## src/rtl/mem_arbiter_pkg.sv

```systemverilog
`default_nettype none
// ============================================================================
//  Module      : mem_arb_pkg
//  Description : Shared types and helpers for the two-requester memory
//                arbiter: FSM state encoding, owner encoding and the
//                address range check.
//  Revision    : 1.0 - initial release
// ============================================================================
package mem_arb_pkg;

    typedef enum logic [1:0] {
        IDLE   = 2'd0,
        ACCESS = 2'd1,
        RESP   = 2'd2
    } state_e;

    // Owner encoding doubles as the bit index into the {d, i} request vector.
    typedef enum logic {
        OWN_I = 1'b0,
        OWN_D = 1'b1
    } owner_e;

    // A byte address is out of range when any bit above the word-index
    // field is set. The address is passed zero-extended to 64 bits so the
    // helper serves any requester width.
    function automatic logic addr_out_of_range(input logic [63:0] addr,
                                               input int          mem_aw);
        return (addr >> (mem_aw + 2)) != 64'd0;
    endfunction

endpackage
`default_nettype wire

```

## src/rtl/mem_arbiter_if.sv

```systemverilog
`default_nettype none
// ============================================================================
//  Module      : mem_arbiter_if
//  Description : Bundle of the fetch port, the load/store port and the
//                single-port memory interface around mem_arbiter.
//  Ports       : slave  - arbiter view (requests in, grants/responses and
//                         memory strobes out, mem_rdata in)
//                master - environment view (requesters and memory)
//  Revision    : 1.0 - initial release
// ============================================================================
interface mem_arbiter_if #(
    parameter int ADDR_W = 32,
    parameter int DATA_W = 32,
    parameter int MEM_AW = 16
);
    // Fetch requester
    logic                  i_req;
    logic [ADDR_W-1:0]     i_addr;
    logic                  i_gnt;
    logic                  i_rvalid;
    logic [DATA_W-1:0]     i_rdata;
    logic                  i_err;
    // Load/store requester
    logic                  d_req;
    logic                  d_we;
    logic [ADDR_W-1:0]     d_addr;
    logic [DATA_W-1:0]     d_wdata;
    logic [DATA_W/8-1:0]   d_wstrb;
    logic                  d_gnt;
    logic                  d_rvalid;
    logic [DATA_W-1:0]     d_rdata;
    logic                  d_err;
    // Memory port
    logic                  mem_req;
    logic                  mem_we;
    logic [MEM_AW-1:0]     mem_addr;
    logic [DATA_W-1:0]     mem_wdata;
    logic [DATA_W/8-1:0]   mem_wstrb;
    logic [DATA_W-1:0]     mem_rdata;

    modport slave (
        input  i_req, i_addr,
        output i_gnt, i_rvalid, i_rdata, i_err,
        input  d_req, d_we, d_addr, d_wdata, d_wstrb,
        output d_gnt, d_rvalid, d_rdata, d_err,
        output mem_req, mem_we, mem_addr, mem_wdata, mem_wstrb,
        input  mem_rdata
    );

    modport master (
        output i_req, i_addr,
        input  i_gnt, i_rvalid, i_rdata, i_err,
        output d_req, d_we, d_addr, d_wdata, d_wstrb,
        input  d_gnt, d_rvalid, d_rdata, d_err,
        input  mem_req, mem_we, mem_addr, mem_wdata, mem_wstrb,
        output mem_rdata
    );
endinterface
`default_nettype wire

```

## src/rtl/mem_arbiter_arb_pick2.sv

```systemverilog
`default_nettype none
// ============================================================================
//  Module      : arb_pick2
//  Description : Combinational two-way picker. A lone request wins outright;
//                when both request, the one that was not served last wins.
//                Holding ptr at OWN_I yields fixed priority (data wins).
//  Ports       : req[1:0] - requests, indexed by owner encoding
//                ptr      - owner served last
//                gnt[1:0] - one-hot grant (or zero)
//  Revision    : 1.0 - initial release
// ============================================================================
module arb_pick2
    import mem_arb_pkg::*;
(
    input  logic [1:0] req,
    input  owner_e     ptr,
    output logic [1:0] gnt
);

    always_comb begin
        gnt = 2'b00;
        if (req[OWN_I] && req[OWN_D]) begin
            if (ptr == OWN_D) begin
                gnt[OWN_I] = 1'b1;
            end else begin
                gnt[OWN_D] = 1'b1;
            end
        end else begin
            gnt = req;
        end
    end

endmodule
`default_nettype wire

```

## src/rtl/mem_arbiter.sv

```systemverilog
`default_nettype none
// ============================================================================
//  Module      : mem_arbiter
//  Description : Shares one synchronous single-port memory between the
//                instruction-fetch and load/store paths. One access every
//                two cycles: grant (IDLE/RESP) -> ACCESS -> RESP. Out-of-range
//                addresses complete with err=1 and rdata=0, never touching
//                memory.
//  Ports       : clk, rst  - clock and synchronous active-high reset
//                bus       - mem_arbiter_if.slave (fetch, data, memory)
//  Options     : MEM_ARB_ROUND_ROBIN_EN - round-robin arbitration on
//                contention; otherwise data has fixed priority.
//  Revision    : 1.0 - initial release
// ============================================================================
module mem_arbiter
    import mem_arb_pkg::*;
#(
    parameter int ADDR_W = 32,
    parameter int DATA_W = 32,
    parameter int MEM_AW = 16
) (
    input  logic           clk,
    input  logic           rst,
    mem_arbiter_if.slave   bus
);

    state_e                r_state;
    state_e                w_state_nxt;
    owner_e                r_owner;
    logic                  r_oor;
    logic                  r_mem_req;
    logic                  r_mem_we;
    logic [MEM_AW-1:0]     r_mem_addr;
    logic [DATA_W-1:0]     r_mem_wdata;
    logic [DATA_W/8-1:0]   r_mem_wstrb;

    logic [1:0]            w_req;
    logic [1:0]            w_pick;
    logic [1:0]            w_gnt;
    logic                  w_can_grant;
    logic                  w_any_gnt;
    logic                  w_sel_d;
    logic [ADDR_W-1:0]     w_addr;
    logic                  w_oor;
    logic                  w_resp;
    owner_e                w_ptr;

    // ------------------------------------------------------------------
    // Arbitration
    // ------------------------------------------------------------------
    assign w_req = {bus.d_req, bus.i_req};

`ifdef MEM_ARB_ROUND_ROBIN_EN
    owner_e r_last;

    // Reset value "data served last" hands the first contested grant to fetch.
    always_ff @(posedge clk) begin
        if (rst) begin
            r_last <= OWN_D;
        end else if (w_any_gnt) begin
            r_last <= w_sel_d ? OWN_D : OWN_I;
        end
    end

    assign w_ptr = r_last;
`else
    // Pretending fetch was always served last makes data win every tie.
    assign w_ptr = OWN_I;
`endif

    arb_pick2 u_pick (
        .req (w_req),
        .ptr (w_ptr),
        .gnt (w_pick)
    );

    // Grants are only issued when the port is free or about to free up,
    // and never while reset is asserted.
    assign w_can_grant = ((r_state == IDLE) || (r_state == RESP)) && !rst;
    assign w_gnt       = w_can_grant ? w_pick : 2'b00;
    assign w_any_gnt   = |w_gnt;
    assign w_sel_d     = w_gnt[OWN_D];
    assign w_addr      = w_sel_d ? bus.d_addr : bus.i_addr;
    assign w_oor       = addr_out_of_range(64'(w_addr), MEM_AW);

    // ------------------------------------------------------------------
    // FSM
    // ------------------------------------------------------------------
    always_ff @(posedge clk) begin
        if (rst) begin
            r_state <= IDLE;
        end else begin
            r_state <= w_state_nxt;
        end
    end

    always_comb begin
        w_state_nxt = r_state;
        unique case (r_state)
            IDLE:    w_state_nxt = w_any_gnt ? ACCESS : IDLE;
            ACCESS:  w_state_nxt = RESP;
            RESP:    w_state_nxt = w_any_gnt ? ACCESS : IDLE;
            default: w_state_nxt = IDLE;
        endcase
    end

    // ------------------------------------------------------------------
    // Request latch / memory command registers. The mem_* registers are
    // loaded on the grant edge so they are valid exactly during ACCESS.
    // ------------------------------------------------------------------
    always_ff @(posedge clk) begin
        if (rst) begin
            r_owner     <= OWN_I;
            r_oor       <= 1'b0;
            r_mem_req   <= 1'b0;
            r_mem_we    <= 1'b0;
            r_mem_addr  <= '0;
            r_mem_wdata <= '0;
            r_mem_wstrb <= '0;
        end else begin
            r_mem_req <= w_any_gnt && !w_oor;
            r_mem_we  <= w_any_gnt && w_sel_d && bus.d_we && !w_oor;
            if (w_any_gnt) begin
                r_owner     <= w_sel_d ? OWN_D : OWN_I;
                r_oor       <= w_oor;
                r_mem_addr  <= w_addr[MEM_AW+1:2];
                r_mem_wdata <= w_sel_d ? bus.d_wdata : '0;
                r_mem_wstrb <= w_sel_d ? bus.d_wstrb : '0;
            end
        end
    end

    // ------------------------------------------------------------------
    // Outputs. Reset in ACCESS must suppress the strobe in that very
    // cycle, so the registered strobes are gated by rst combinationally;
    // likewise reset in RESP suppresses the response.
    // ------------------------------------------------------------------
    assign bus.i_gnt     = w_gnt[OWN_I];
    assign bus.d_gnt     = w_gnt[OWN_D];

    assign bus.mem_req   = r_mem_req && !rst;
    assign bus.mem_we    = r_mem_we && !rst;
    assign bus.mem_addr  = r_mem_addr;
    assign bus.mem_wdata = r_mem_wdata;
    assign bus.mem_wstrb = r_mem_wstrb;

    assign w_resp        = (r_state == RESP) && !rst;

    assign bus.i_rvalid  = w_resp && (r_owner == OWN_I);
    assign bus.i_err     = bus.i_rvalid && r_oor;
    assign bus.i_rdata   = (bus.i_rvalid && !r_oor) ? bus.mem_rdata : '0;

    assign bus.d_rvalid  = w_resp && (r_owner == OWN_D);
    assign bus.d_err     = bus.d_rvalid && r_oor;
    assign bus.d_rdata   = (bus.d_rvalid && !r_oor) ? bus.mem_rdata : '0;

endmodule
`default_nettype wire

```

## src/flat_wrapper.sv

```systemverilog
// flat-port wrapper written by rule: the top's interface ports become plain ports
module mem_arbiter_flat import mem_arb_pkg::*;
#(
    parameter int ADDR_W = 32,
    parameter int DATA_W = 32,
    parameter int MEM_AW = 16
)
  (clk, rst, bus_i_req, bus_i_addr, bus_i_gnt, bus_i_rvalid, bus_i_rdata, bus_i_err, bus_d_req, bus_d_we, bus_d_addr, bus_d_wdata, bus_d_wstrb, bus_d_gnt, bus_d_rvalid, bus_d_rdata, bus_d_err, bus_mem_req, bus_mem_we, bus_mem_addr, bus_mem_wdata, bus_mem_wstrb, bus_mem_rdata);
  mem_arbiter_if #(.ADDR_W(ADDR_W), .DATA_W(DATA_W), .MEM_AW(MEM_AW)) bus_i ();
  input  logic clk;
  input  logic rst;
  input wire logic [$bits(bus_i.i_req)-1:0] bus_i_req;
  input wire logic [$bits(bus_i.i_addr)-1:0] bus_i_addr;
  output wire logic [$bits(bus_i.i_gnt)-1:0] bus_i_gnt;
  output wire logic [$bits(bus_i.i_rvalid)-1:0] bus_i_rvalid;
  output wire logic [$bits(bus_i.i_rdata)-1:0] bus_i_rdata;
  output wire logic [$bits(bus_i.i_err)-1:0] bus_i_err;
  input wire logic [$bits(bus_i.d_req)-1:0] bus_d_req;
  input wire logic [$bits(bus_i.d_we)-1:0] bus_d_we;
  input wire logic [$bits(bus_i.d_addr)-1:0] bus_d_addr;
  input wire logic [$bits(bus_i.d_wdata)-1:0] bus_d_wdata;
  input wire logic [$bits(bus_i.d_wstrb)-1:0] bus_d_wstrb;
  output wire logic [$bits(bus_i.d_gnt)-1:0] bus_d_gnt;
  output wire logic [$bits(bus_i.d_rvalid)-1:0] bus_d_rvalid;
  output wire logic [$bits(bus_i.d_rdata)-1:0] bus_d_rdata;
  output wire logic [$bits(bus_i.d_err)-1:0] bus_d_err;
  output wire logic [$bits(bus_i.mem_req)-1:0] bus_mem_req;
  output wire logic [$bits(bus_i.mem_we)-1:0] bus_mem_we;
  output wire logic [$bits(bus_i.mem_addr)-1:0] bus_mem_addr;
  output wire logic [$bits(bus_i.mem_wdata)-1:0] bus_mem_wdata;
  output wire logic [$bits(bus_i.mem_wstrb)-1:0] bus_mem_wstrb;
  input wire logic [$bits(bus_i.mem_rdata)-1:0] bus_mem_rdata;
  assign bus_i.i_req = bus_i_req;
  assign bus_i.i_addr = bus_i_addr;
  assign bus_i_gnt = bus_i.i_gnt;
  assign bus_i_rvalid = bus_i.i_rvalid;
  assign bus_i_rdata = bus_i.i_rdata;
  assign bus_i_err = bus_i.i_err;
  assign bus_i.d_req = bus_d_req;
  assign bus_i.d_we = bus_d_we;
  assign bus_i.d_addr = bus_d_addr;
  assign bus_i.d_wdata = bus_d_wdata;
  assign bus_i.d_wstrb = bus_d_wstrb;
  assign bus_d_gnt = bus_i.d_gnt;
  assign bus_d_rvalid = bus_i.d_rvalid;
  assign bus_d_rdata = bus_i.d_rdata;
  assign bus_d_err = bus_i.d_err;
  assign bus_mem_req = bus_i.mem_req;
  assign bus_mem_we = bus_i.mem_we;
  assign bus_mem_addr = bus_i.mem_addr;
  assign bus_mem_wdata = bus_i.mem_wdata;
  assign bus_mem_wstrb = bus_i.mem_wstrb;
  assign bus_i.mem_rdata = bus_mem_rdata;
  mem_arbiter #(.ADDR_W(ADDR_W), .DATA_W(DATA_W), .MEM_AW(MEM_AW)) u_core (.clk(clk), .rst(rst), .bus(bus_i));
endmodule
```

## config.mk

```make
export PLATFORM = sky130hd
export DESIGN_NAME = mem_arbiter_flat
export DESIGN_NICKNAME = d
export VERILOG_FILES = /design/src/rtl/mem_arbiter_pkg.sv /design/src/rtl/mem_arbiter_if.sv /design/src/rtl/mem_arbiter_arb_pick2.sv /design/src/rtl/mem_arbiter.sv /design/src/flat_wrapper.sv
export SDC_FILE = /design/constraint.sdc
export NUM_CORES = 1
export LEC_CHECK = 0
export CAP_MARGIN = 25
export CORE_MARGIN = 2
export CORE_UTILIZATION = 27
export CTS_CLUSTER_SIZE = 16
export DETAILED_ROUTE_END_ITERATION = 8
export GPL_TIMING_DRIVEN = 0
export PLACE_DENSITY = 0.87
export SYNTH_ARGS = -nofsm -noshare
export SYNTH_HDL_FRONTEND = slang
export SYNTH_SLANG_ARGS = --single-unit
```

## constraint.sdc

```tcl
create_clock -name clk -period 1.5 [get_ports clk]
set_clock_uncertainty 0.1 [all_clocks]
set_input_delay 0.15 -clock clk [delete_from_list [all_inputs] [get_ports clk]]
set_output_delay 0.15 -clock clk [all_outputs]
set_load 0.05 [all_outputs]
```

Word-level counts from Yosys, hierarchy flattened
Index checks and enable logic that the tools add are counted.
{"block": "totals", "word_cells": 44, "input_bits": 137, "reg_bits": 58, "out_inout_bits": 124}
{"block": "classes", "eq_ne": 2, "n_reduce_logical": 23, "mux": 10, "n_bitwise": 1}
{"op": "$mux 32", "count": 4}
{"op": "$reduce_bool 64->1", "count": 1}
{"op": "$logic_and 1x1->1", "count": 15}
{"op": "$mux 2", "count": 2}
{"op": "$mux 4", "count": 1}
{"op": "$pmux 2 s2", "count": 1}
{"op": "$reduce_or 2->1", "count": 2}
{"op": "$logic_not 1->1", "count": 3}
{"op": "$eq 2x1->1 const B", "count": 1}
{"op": "$eq 2x2->1 const B", "count": 1}
{"op": "$logic_not 2->1", "count": 1}
{"op": "$mux 1", "count": 2}
{"op": "$logic_or 1x1->1", "count": 1}
{"op": "$not 1->1", "count": 1}

Longest topological paths before layout
Gate-level depths: netlist of run 1.
{"block": "logic_depth", "depth_word": 8, "ltp_mapped": 7, "depth_no_buf": 5}

By module
A second synthesis of run 1 with hierarchy kept.
{"block": "unflattened", "cells_unflattened": 325, "area_unflattened_um2": 2652.5}
{"module": "mem_arbiter", "seq_area_each_um2": 1161.1, "n_inst": 1, "area_per_inst_um2": 2633.8, "cells_each": 322}
{"module": "arb_pick2", "seq_area_each_um2": 0.0, "n_inst": 1, "area_per_inst_um2": 18.8, "cells_each": 3}

Worst setup path after synthesis of run 1
Ideal clock, no wire load.
{"block": "synth_path", "path_kind": "reg-to-output", "from": "register u_core.r_state[0]", "to": "output port bus_d_rdata[10]", "required_ps": 1250, "t_arrival_ps": 1849, "path_stages_with_launch": 6, "slack_ps": -599, "path_buffers": 1, "cell_sequence": "dfxtp_1 -> nor2_1 -> and3_1 -> nor2b_1 -> buf_2 -> and2_1"}
{"block": "synth_between", "elab_chain_cells": 5}
{"item": "start: declaration", "line_no": "mem_arbiter.sv:27", "rtl": "state_e r_state;"}
{"item": "start signal: assignment", "line_no": "mem_arbiter.sv:93", "rtl": "r_state <= w_state_nxt;"}
{"item": "$eq 2x2->1", "line_no": "mem_arbiter.sv:147", "rtl": "assign w_resp = (r_state == RESP) && !rst;"}
{"item": "$logic_and 1x1->1", "line_no": "mem_arbiter.sv:147"}
{"item": "$logic_and 1x1->1", "line_no": "mem_arbiter.sv:153", "rtl": "assign bus.d_rvalid = w_resp && (r_owner == OWN_D);"}
{"item": "net bus_d_rvalid", "line_no": "flat_wrapper.sv:24", "rtl": "output wire logic [$bits(bus_i.d_rvalid)-1:0] bus_d_rvalid;"}
{"item": "$logic_and 1x1->1", "line_no": "mem_arbiter.sv:155", "rtl": "assign bus.d_rdata = (bus.d_rvalid && !r_oor) ? bus.mem_rdata : '0;"}
{"item": "$mux 32", "line_no": "mem_arbiter.sv:155"}
{"item": "end: declaration", "line_no": "flat_wrapper.sv:25", "rtl": "output wire logic [$bits(bus_i.d_rdata)-1:0] bus_d_rdata;"}
The timed path passes the listed nets, and every way through them passes these cells.

Worst setup path in the final report of run 1
{"block": "layout_path", "from": "register u_core.r_state[0]", "to": "output port bus_d_rdata[10]"}
{"block": "layout_between", "elab_chain_cells": 5}
{"item": "$eq 2x2->1", "line_no": "mem_arbiter.sv:147"}
{"item": "$logic_and 1x1->1", "line_no": "mem_arbiter.sv:147"}
{"item": "$logic_and 1x1->1", "line_no": "mem_arbiter.sv:153"}
{"item": "$logic_and 1x1->1", "line_no": "mem_arbiter.sv:155"}
{"item": "$mux 32", "line_no": "mem_arbiter.sv:155"}
No other way between the ends.

==> results of run 1 <==
==> final timing paths <==
kind | cells past startpoint | from | to | slack [ns]
worst min register to register | 1 | u_core.r_state[1]$_SDFF_PP0_ | u_core.r_state[1]$_SDFF_PP0_ | 0.40
worst min-delay path | 2 | bus_d_we | u_core.r_mem_we$_SDFF_PP0_ | 0.31
worst max register to register | 11 | u_core.r_state[0]$_SDFF_PP0_ | u_core.bus.mem_wdata[24]$_SDFFE_PP0P_ | -0.38
worst max-delay path | 7 | u_core.r_state[0]$_SDFF_PP0_ | bus_d_rdata[10] | -0.46
==> cell families after synthesis <==
family,synth area share [%]
AOI/OAI and AO/OA,15.9
muxes,6.08
buffers and inverters,5.13
and+or+nand+nor,28.8
DFF,44.1
==> cell type report <==
cell class | count | area (µm²) | area share (%)
Antenna cell | 1 | 2.50 | 0.0360
Buffer | 25 | 263 | 3.78
Clock buffer | 10 | 128 | 1.84
Clock inverter | 5 | 56.3 | 0.811
Inverter | 2 | 10.0 | 0.144
Multi-Input combinational cell | 217 | 1830 | 26.3
Sequential cell | 58 | 1160 | 16.8
Tap cell | 133 | 166 | 2.40
Timing Repair Buffer | 291 | 3330 | 47.9
==> timing repair <==
action	CTS	global route
setup buffers	17	10
gates cloned	11	0
pin swaps	70	28
endpoints found under the setup margin	171	169
endpoints found under the hold margin	0	0
gates resized for setup	720	125
==> cell usage after synthesis <==
| library cell | number |
|---|---|
| inv_2 | 1 |
| nor2b_1 | 3 |
| nor3_1 | 1 |
| a211oi_1 | 16 |
| inv_1 | 1 |
| or2_1 | 1 |
| a31o_1 | 1 |
| and3_1 | 2 |
| nor4_1 | 6 |
| nand2_1 | 2 |
| mux2i_1 | 16 |
| nand2b_1 | 1 |
| a22oi_1 | 36 |
| and4_1 | 1 |
| a21oi_1 | 2 |
| nand4_1 | 1 |
| nor2_1 | 57 |
| dfxtp_1 | 58 |
| clkbuf_1 | 12 |
| and2_1 | 67 |
| buf_2 | 12 |
| o21ai_1 | 2 |
| buf_6 | 2 |
| nor3b_1 | 2 |
==> power breakdown <==
part	leakage [nW]	total (mW)	switching (mW)	internal [mW]
sequential	0.475	1.69	0.0648	1.63
combinational	2.27	1.51	0.761	0.744
clock	0.0921	1.39	0.639	0.756
==> registers in the layout, summed over array words and instances (netlist names) <==
register,cells
u_core.r_owner,1
u_core.bus.mem_wdata,32
u_core.r_oor,1
u_core.r_state,2
u_core.r_mem_we,1
u_core.r_mem_req,1
u_core.bus.mem_wstrb,4
u_core.bus.mem_addr,16
==> routing by layer <==
metal / vias up / share of wire [%]
li1: 1652 / -
met1: 1694 / 34
met2: 189 / 54
met3: 42 / 7.9
met4: 0 / 3.8
met5: - / 0
==> through the flow <==
stage                     total power [mW]  instances
final                                 4.59        742
after global routing                  4.77        742
after CTS                             4.51        735
after detailed placement              2.94        692
after global placement                2.91        692
after floorplan                       2.30        303
==> impl_metrics.py, run 1 <==
metrics = {
    "floorplanning": {
        "die_y_um": 103,
        "io_pins": 261,
        "die_w_um": 103,
        "fp-row-count": 36,
        "floorplan.die_area_mm2": 0.0106,
        "initial_utilization_pct": 27.3,
        "core-area_mm2": 0.00964,
    },
    "cts": {
        "path_clk_slew_ns": 0.07,
        "tritoncts": "built",
        "cts.sinks": 58,
        "clockRootBuffer": "clkbuf_8",
        "cts_hold_buf": 0,
        "clk_latency_ns": 0.33,
        "cts_max_path_buffers": 2,
        "cts_inserted_buffers": 9,
        "htree_levels": 3,
    },
    "yosys": {
        "synth_fp_nets": 440,
        "yosysTopAreaCell": "dfxtp_1",
        "synth_area_leaders": "dfxtp_1 (44%), and2_1 (16%), a22oi_1 (10%)",
        "synthDistinctLibCells": 24,
        "synth-seq-cells": 58,
        "avgSynthCellArea_um2": 8.69,
        "synth_area_mm2": 0.00263,
        "ys_seq_area_share_pct": 44.1,
        "yosys_warnings": 0,
        "synthesis.instances": 303,
        "yosysTopAreaCellShare_pct": 44.1,
    },
    "run_status": {
        "status": "complete, but fails checks",
        "violations": "setup timing",
    },
    "finish": {
        "utilization_pct": 72.1,
        "layout-drive-gt1-share_pct": 46.1,
        "syn2layout_area_growth_pct": 164,
        "nNetsFinal": 741,
        "fillCellCount": 670,
        "design_area_mm2": 0.00695,
        "final_common_cell": "clkdlybuf4s50_1",
        "most-common-layout-cells": "clkdlybuf4s50_1 (131), buf_8 (81), and2_4 (65), dfxtp_1 (56), nor2_1 (54)",
    },
    "detailed_routing": {
        "drt_pass1_iterations": 4,
        "via_per_inst": 4.82,
        "drt_iter0_drc": 71,
        "antenna_left": 0,
        "vias": 3577,
        "avgRoutedWirePerCell_um": 19.5,
        "drcViolationCount": 0,
        "routed_wl_mm": 14.5,
    },
    "power_and_ir_drop": {
        "irDropWorstVdd_uv": 564,
        "p_leak_nw": 2.84,
        "power_density_mw_per_mm2": 661,
    },
    "global_route": {
        "grt_start_max_net_pins": 11,
        "met3_usage_pct": 7.46,
        "use_met2_pct": 45.8,
        "grt_overflow": 0,
        "grt_pass1_wl_mm": 19.4,
        "grt_pass1_vias": 3751,
        "use_met1_pct": 24.6,
        "antenna_found_initial": 1,
        "grt_use_total_pct": 24.4,
        "top_usage_layer": "met2",
    },
    "setup_path": {
        "crit_top_cell": "buf_8",
        "cp_top_family": "simple AND/OR/NAND/NOR gates",
        "crit_path_end_kind": "output pin",
        "critPathMaxFanout": 8,
        "critical_path_class": "register to output pin",
        "crit_buf_inv": 3,
        "cpMaxStageDelayCell": "dfxtp_2",
        "path_cells": "nor2_4, and3_4, nor2b_4, buf_12, buf_8, and2_4, buf_8",
        "cp_slowest_stage_delay_ns": 0.34,
        "start_kind": "register",
        "worstPathArrival_ns": 1.71,
        "required_ns": 1.25,
    },
    "placed_design": {
        "dp_slack_ns": -1.49,
        "placed_cell_area_mm2": 0.00554,
        "hpwl_mm": 9.22,
        "gp_congestion": 0.912,
        "io_buffer_count": 256,
    },
    "timing": {
        "rsz0062_at_grt": "yes",
        "period_minus_slack_ns": 1.96,
        "fin_tns_setup_ns": -36.00,
        "post-route-period-util_pct": 131,
        "fmax_mhz": 510,
        "slew_viol_final": 0,
        "setup_ws_ns": -0.460,
        "tightest_slew_ns": 0.606,
        "hold_ws_ns": 0.305,
        "final-setup-viol-count": 123,
        "relSlewSlack_pct": 59.6,
        "hold_viol": 0,
    },
    "run": {
        "maxCapViolCount": 0,
    },
    "worst_hold_path": {
        "hp-class": "input port to register",
    },
}
Power figures use the tool's default switching activity.
==> run 2, diff against run 1 <==
--- a/config.mk
+++ b/config.mk
@@ -5,6 +5,7 @@
 export SDC_FILE = /design/constraint.sdc
 export NUM_CORES = 1
 export LEC_CHECK = 0
+export ABC_AREA = 0
 export CAP_MARGIN = 25
 export CORE_MARGIN = 2
 export CORE_UTILIZATION = 27
==> results of run 2 <==
The final DEF is identical to that of run 1; final timing and power are the same.
==> run 3, diff against run 2 <==
--- a/config.mk
+++ b/config.mk
@@ -5,14 +5,14 @@
 export SDC_FILE = /design/constraint.sdc
 export NUM_CORES = 1
 export LEC_CHECK = 0
-export ABC_AREA = 0
+export ABC_AREA = 1
 export CAP_MARGIN = 25
 export CORE_MARGIN = 2
 export CORE_UTILIZATION = 27
 export CTS_CLUSTER_SIZE = 16
 export DETAILED_ROUTE_END_ITERATION = 8
 export GPL_TIMING_DRIVEN = 0
-export PLACE_DENSITY = 0.87
+export PLACE_DENSITY = 0.85
 export SYNTH_ARGS = -nofsm -noshare
 export SYNTH_HDL_FRONTEND = slang
 export SYNTH_SLANG_ARGS = --single-unit
==> constraint.sdc (replaced) <==
create_clock -name clk -period 1.5 [get_ports clk]
set_clock_uncertainty 0.1 [all_clocks]
set_input_delay 0.3 -clock clk [delete_from_list [all_inputs] [get_ports clk]]
set_output_delay 0.3 -clock clk [all_outputs]
set_load 0.05 [all_outputs]
==> run 3 against run 2 <==
The flow still finishes with violations (setup timing). Global-route usage up 2.1 points. Synthesized cell count is 40% higher. Final cell count grew 18%. Die area grew 3.6%. Clock power increased by 11%. Routed wire length grew 8.2%. Cell area up 8.9%. Worst setup slack worse by 0.16 ns. Worst hold slack improved by 0.058 ns. Total power up 12%.
==> impl_metrics.py, run 3 <==
metrics = {
    "worst_hold_path": {
        "hp-class": "register to register",
    },
    "global_route": {
        "grt_pass1_vias": 4403,
        "top_usage_layer": "met2",
        "grt_pass1_wl_mm": 22.9,
        "antenna_found_initial": 1,
        "grt_start_max_net_pins": 11,
        "grt_overflow": 0,
        "use_met1_pct": 26.7,
        "met3_usage_pct": 6.67,
        "grt_use_total_pct": 26.4,
        "use_met2_pct": 48.9,
    },
    "cts": {
        "cts_max_path_buffers": 2,
        "path_clk_slew_ns": 0.07,
        "clk_latency_ns": 0.32,
        "clockRootBuffer": "clkbuf_8",
        "htree_levels": 3,
        "cts.sinks": 58,
        "tritoncts": "built",
        "cts_hold_buf": 0,
        "cts_inserted_buffers": 9,
    },
    "placed_design": {
        "gp_congestion": 0.847,
        "io_buffer_count": 256,
        "hpwl_mm": 9.99,
        "placed_cell_area_mm2": 0.00601,
    },
    "setup_path": {
        "critical_path_class": "register to output pin",
        "start_kind": "register",
        "required_ns": 1.10,
        "cpMaxStageDelayCell": "dfxtp_2",
        "cp_slowest_stage_delay_ns": 0.42,
        "worstPathArrival_ns": 1.72,
        "path_cells": "inv_1, nor2_4, nand2_4, buf_8, nor2_4, buf_4",
        "critPathMaxFanout": 10,
        "crit_path_end_kind": "output pin",
        "crit_top_cell": "nor2_4",
    },
    "yosys": {
        "yosysTopAreaCell": "dfxtp_1",
        "synthDistinctLibCells": 21,
        "synth_flop_cell": "dfxtp_1",
        "yosysTopAreaCellShare_pct": 42.5,
        "synth_area_leaders": "dfxtp_1 (43%), nand2_1 (14%), nor2_1 (12%)",
        "avgSynthCellArea_um2": 6.45,
        "synth_edf_count": 0,
        "synthArstFlopShare_pct": 0,
        "synth_area_mm2": 0.00273,
        "synthesis.instances": 423,
        "yosys_warnings": 0,
        "synth_most_common_cell": "nand2_1",
        "ys_seq_area_share_pct": 42.5,
        "synth_fp_nets": 560,
        "synth_common_cells": "nand2_1 (99), nor2_1 (85), dfxtp_1 (58), a21oi_1 (53), inv_1 (53)",
        "synth-seq-cells": 58,
    },
    "detailed_routing": {
        "drt_pass1_iterations": 4,
        "drcViolationCount": 0,
        "vias": 4146,
        "drt_iter0_drc": 135,
        "routed_wl_mm": 15.7,
        "antenna_left": 0,
        "via_per_inst": 4.74,
        "avgRoutedWirePerCell_um": 17.9,
    },
    "floorplanning": {
        "die_w_um": 105,
        "floorplan.die_area_mm2": 0.0109,
        "core-area_mm2": 0.00977,
        "die_y_um": 105,
        "initial_utilization_pct": 27.9,
        "fp-row-count": 36,
        "io_pins": 261,
    },
    "power_and_ir_drop": {
        "irDropWorstVdd_uv": 574,
        "power_density_mw_per_mm2": 677,
        "p_leak_nw": 3.11,
    },
    "finish": {
        "largest_reg_flops": 32,
        "nNetsFinal": 873,
        "most-common-layout-cells": "clkdlybuf4s50_1 (131), nand2_1 (75), nor2_4 (65), buf_6 (62), dfxtp_1 (56)",
        "design_area_mm2": 0.00757,
        "final_common_cell": "clkdlybuf4s50_1",
        "layout-drive-gt1-share_pct": 49.4,
        "syn2layout_area_growth_pct": 177,
    },
    "timing": {
        "period_minus_slack_ns": 2.12,
        "fmax_mhz": 472,
        "setup_ws_ns": -0.618,
        "slew_viol_final": 0,
        "tightest_slew_ns": 0.760,
        "relSlewSlack_pct": 49.3,
        "hold_viol": 0,
        "hold_ws_ns": 0.363,
        "final-setup-viol-count": 127,
        "post-route-period-util_pct": 141,
        "fin_tns_setup_ns": -55.82,
        "rsz0062_at_grt": "yes",
    },
    "run_status": {
        "violations": "setup timing",
        "status": "complete, but fails checks",
    },
    "run": {
        "maxCapViolCount": 0,
    },
}
run 3: cell count changes after synthesis, sizes merged, moves of 36 or more:
cell | before | now
inv | 2 | 55
a22oi | 36 | 0
and2 | 67 | 0
a21oi | 2 | 53
nand2 | 2 | 103
run 3: per-stage QoR:
stage / setup slack [ns] / utilization, % / instances / power, mW
CTS: -0.540 / 75.1 / 864 / 4.99
finish: -0.618 / 77.4 / 875 / 5.12
detailed placement: -1.46 / 61.5 / 812 / 3.08
global placement: -1.44 / 61.5 / 812 / 3.05
global route: -0.673 / 77.4 / 875 / 5.30
floorplan: -0.437 / - / 423 / 2.44
run 3: area by class of cell:
class	instances	area, µm²
Timing Repair Buffer	301	3290
Fill cell	632	2210
Multi-Input combinational cell	285	2150
Sequential cell	58	1160
Buffer	25	347
Inverter	55	221
Tap cell	133	166
Clock buffer	12	165
Clock inverter	4	48.8
Timing Repair inverter	1	11.3
Antenna cell	1	2.50
run 3: kinds of logic (layout without fill, tap and decap cells):
family                 Yosys count  in the layout  synth area share, %
other                            0              1                    0
AND/OR/NAND/NOR                198            198                 28.9
flip-flops                      58             58                 42.5
AO/OA/AOI/OAI                   87             87                 16.0
buffers and inverters           80            398                 12.5
run 3: power by group:
part           total, mW  switching, mW  leakage, nW  internal (mW)
clock               1.54          0.638        0.112          0.901
sequential          1.69         0.0621        0.475           1.63
combinational       1.89           1.00         2.53          0.888
run 3: path summary, 6_finish.rpt:
| kind | from | endpoint | slack (ns) | cells after the start |
|---|---|---|---|---|
| setup reg to reg | u_core.r_state[0]$_SDFF_PP0_ | u_core.bus.mem_addr[5]$_SDFFE_PP0P_ | -0.39 | 12 |
| setup / recovery | u_core.r_owner$_SDFFE_PP0P_ | bus_d_rdata[29] | -0.62 | 6 |
| hold / removal | u_core.bus.mem_wdata[20]$_SDFFE_PP0P_ | u_core.bus.mem_wdata[20]$_SDFFE_PP0P_ | 0.36 | 2 |
| hold reg to reg | u_core.bus.mem_wdata[20]$_SDFFE_PP0P_ | u_core.bus.mem_wdata[20]$_SDFFE_PP0P_ | 0.36 | 2 |
run 3: repair_timing:
action | CTS | global route
cloned | 14 | 1
pin swaps | 19 | 11
resized for setup | 805 | 84
buffers inserted | 22 | 11
setup endpoints to repair | 180 | 140
run 3: layer usage:
metal,part of all wire [%],vias to the layer above
met1,34,1942
met5,0,-
met2,54,216
met4,4.9,0
li1,-,1925
met3,6.4,63
run 3: worst max-delay path, delay by kind of cell, from the launching register on:
kind	cells	cell delay, ns
flip-flops	1	0.42
AND/OR/NAND/NOR	3	0.42
buffers and inverters	3	0.54
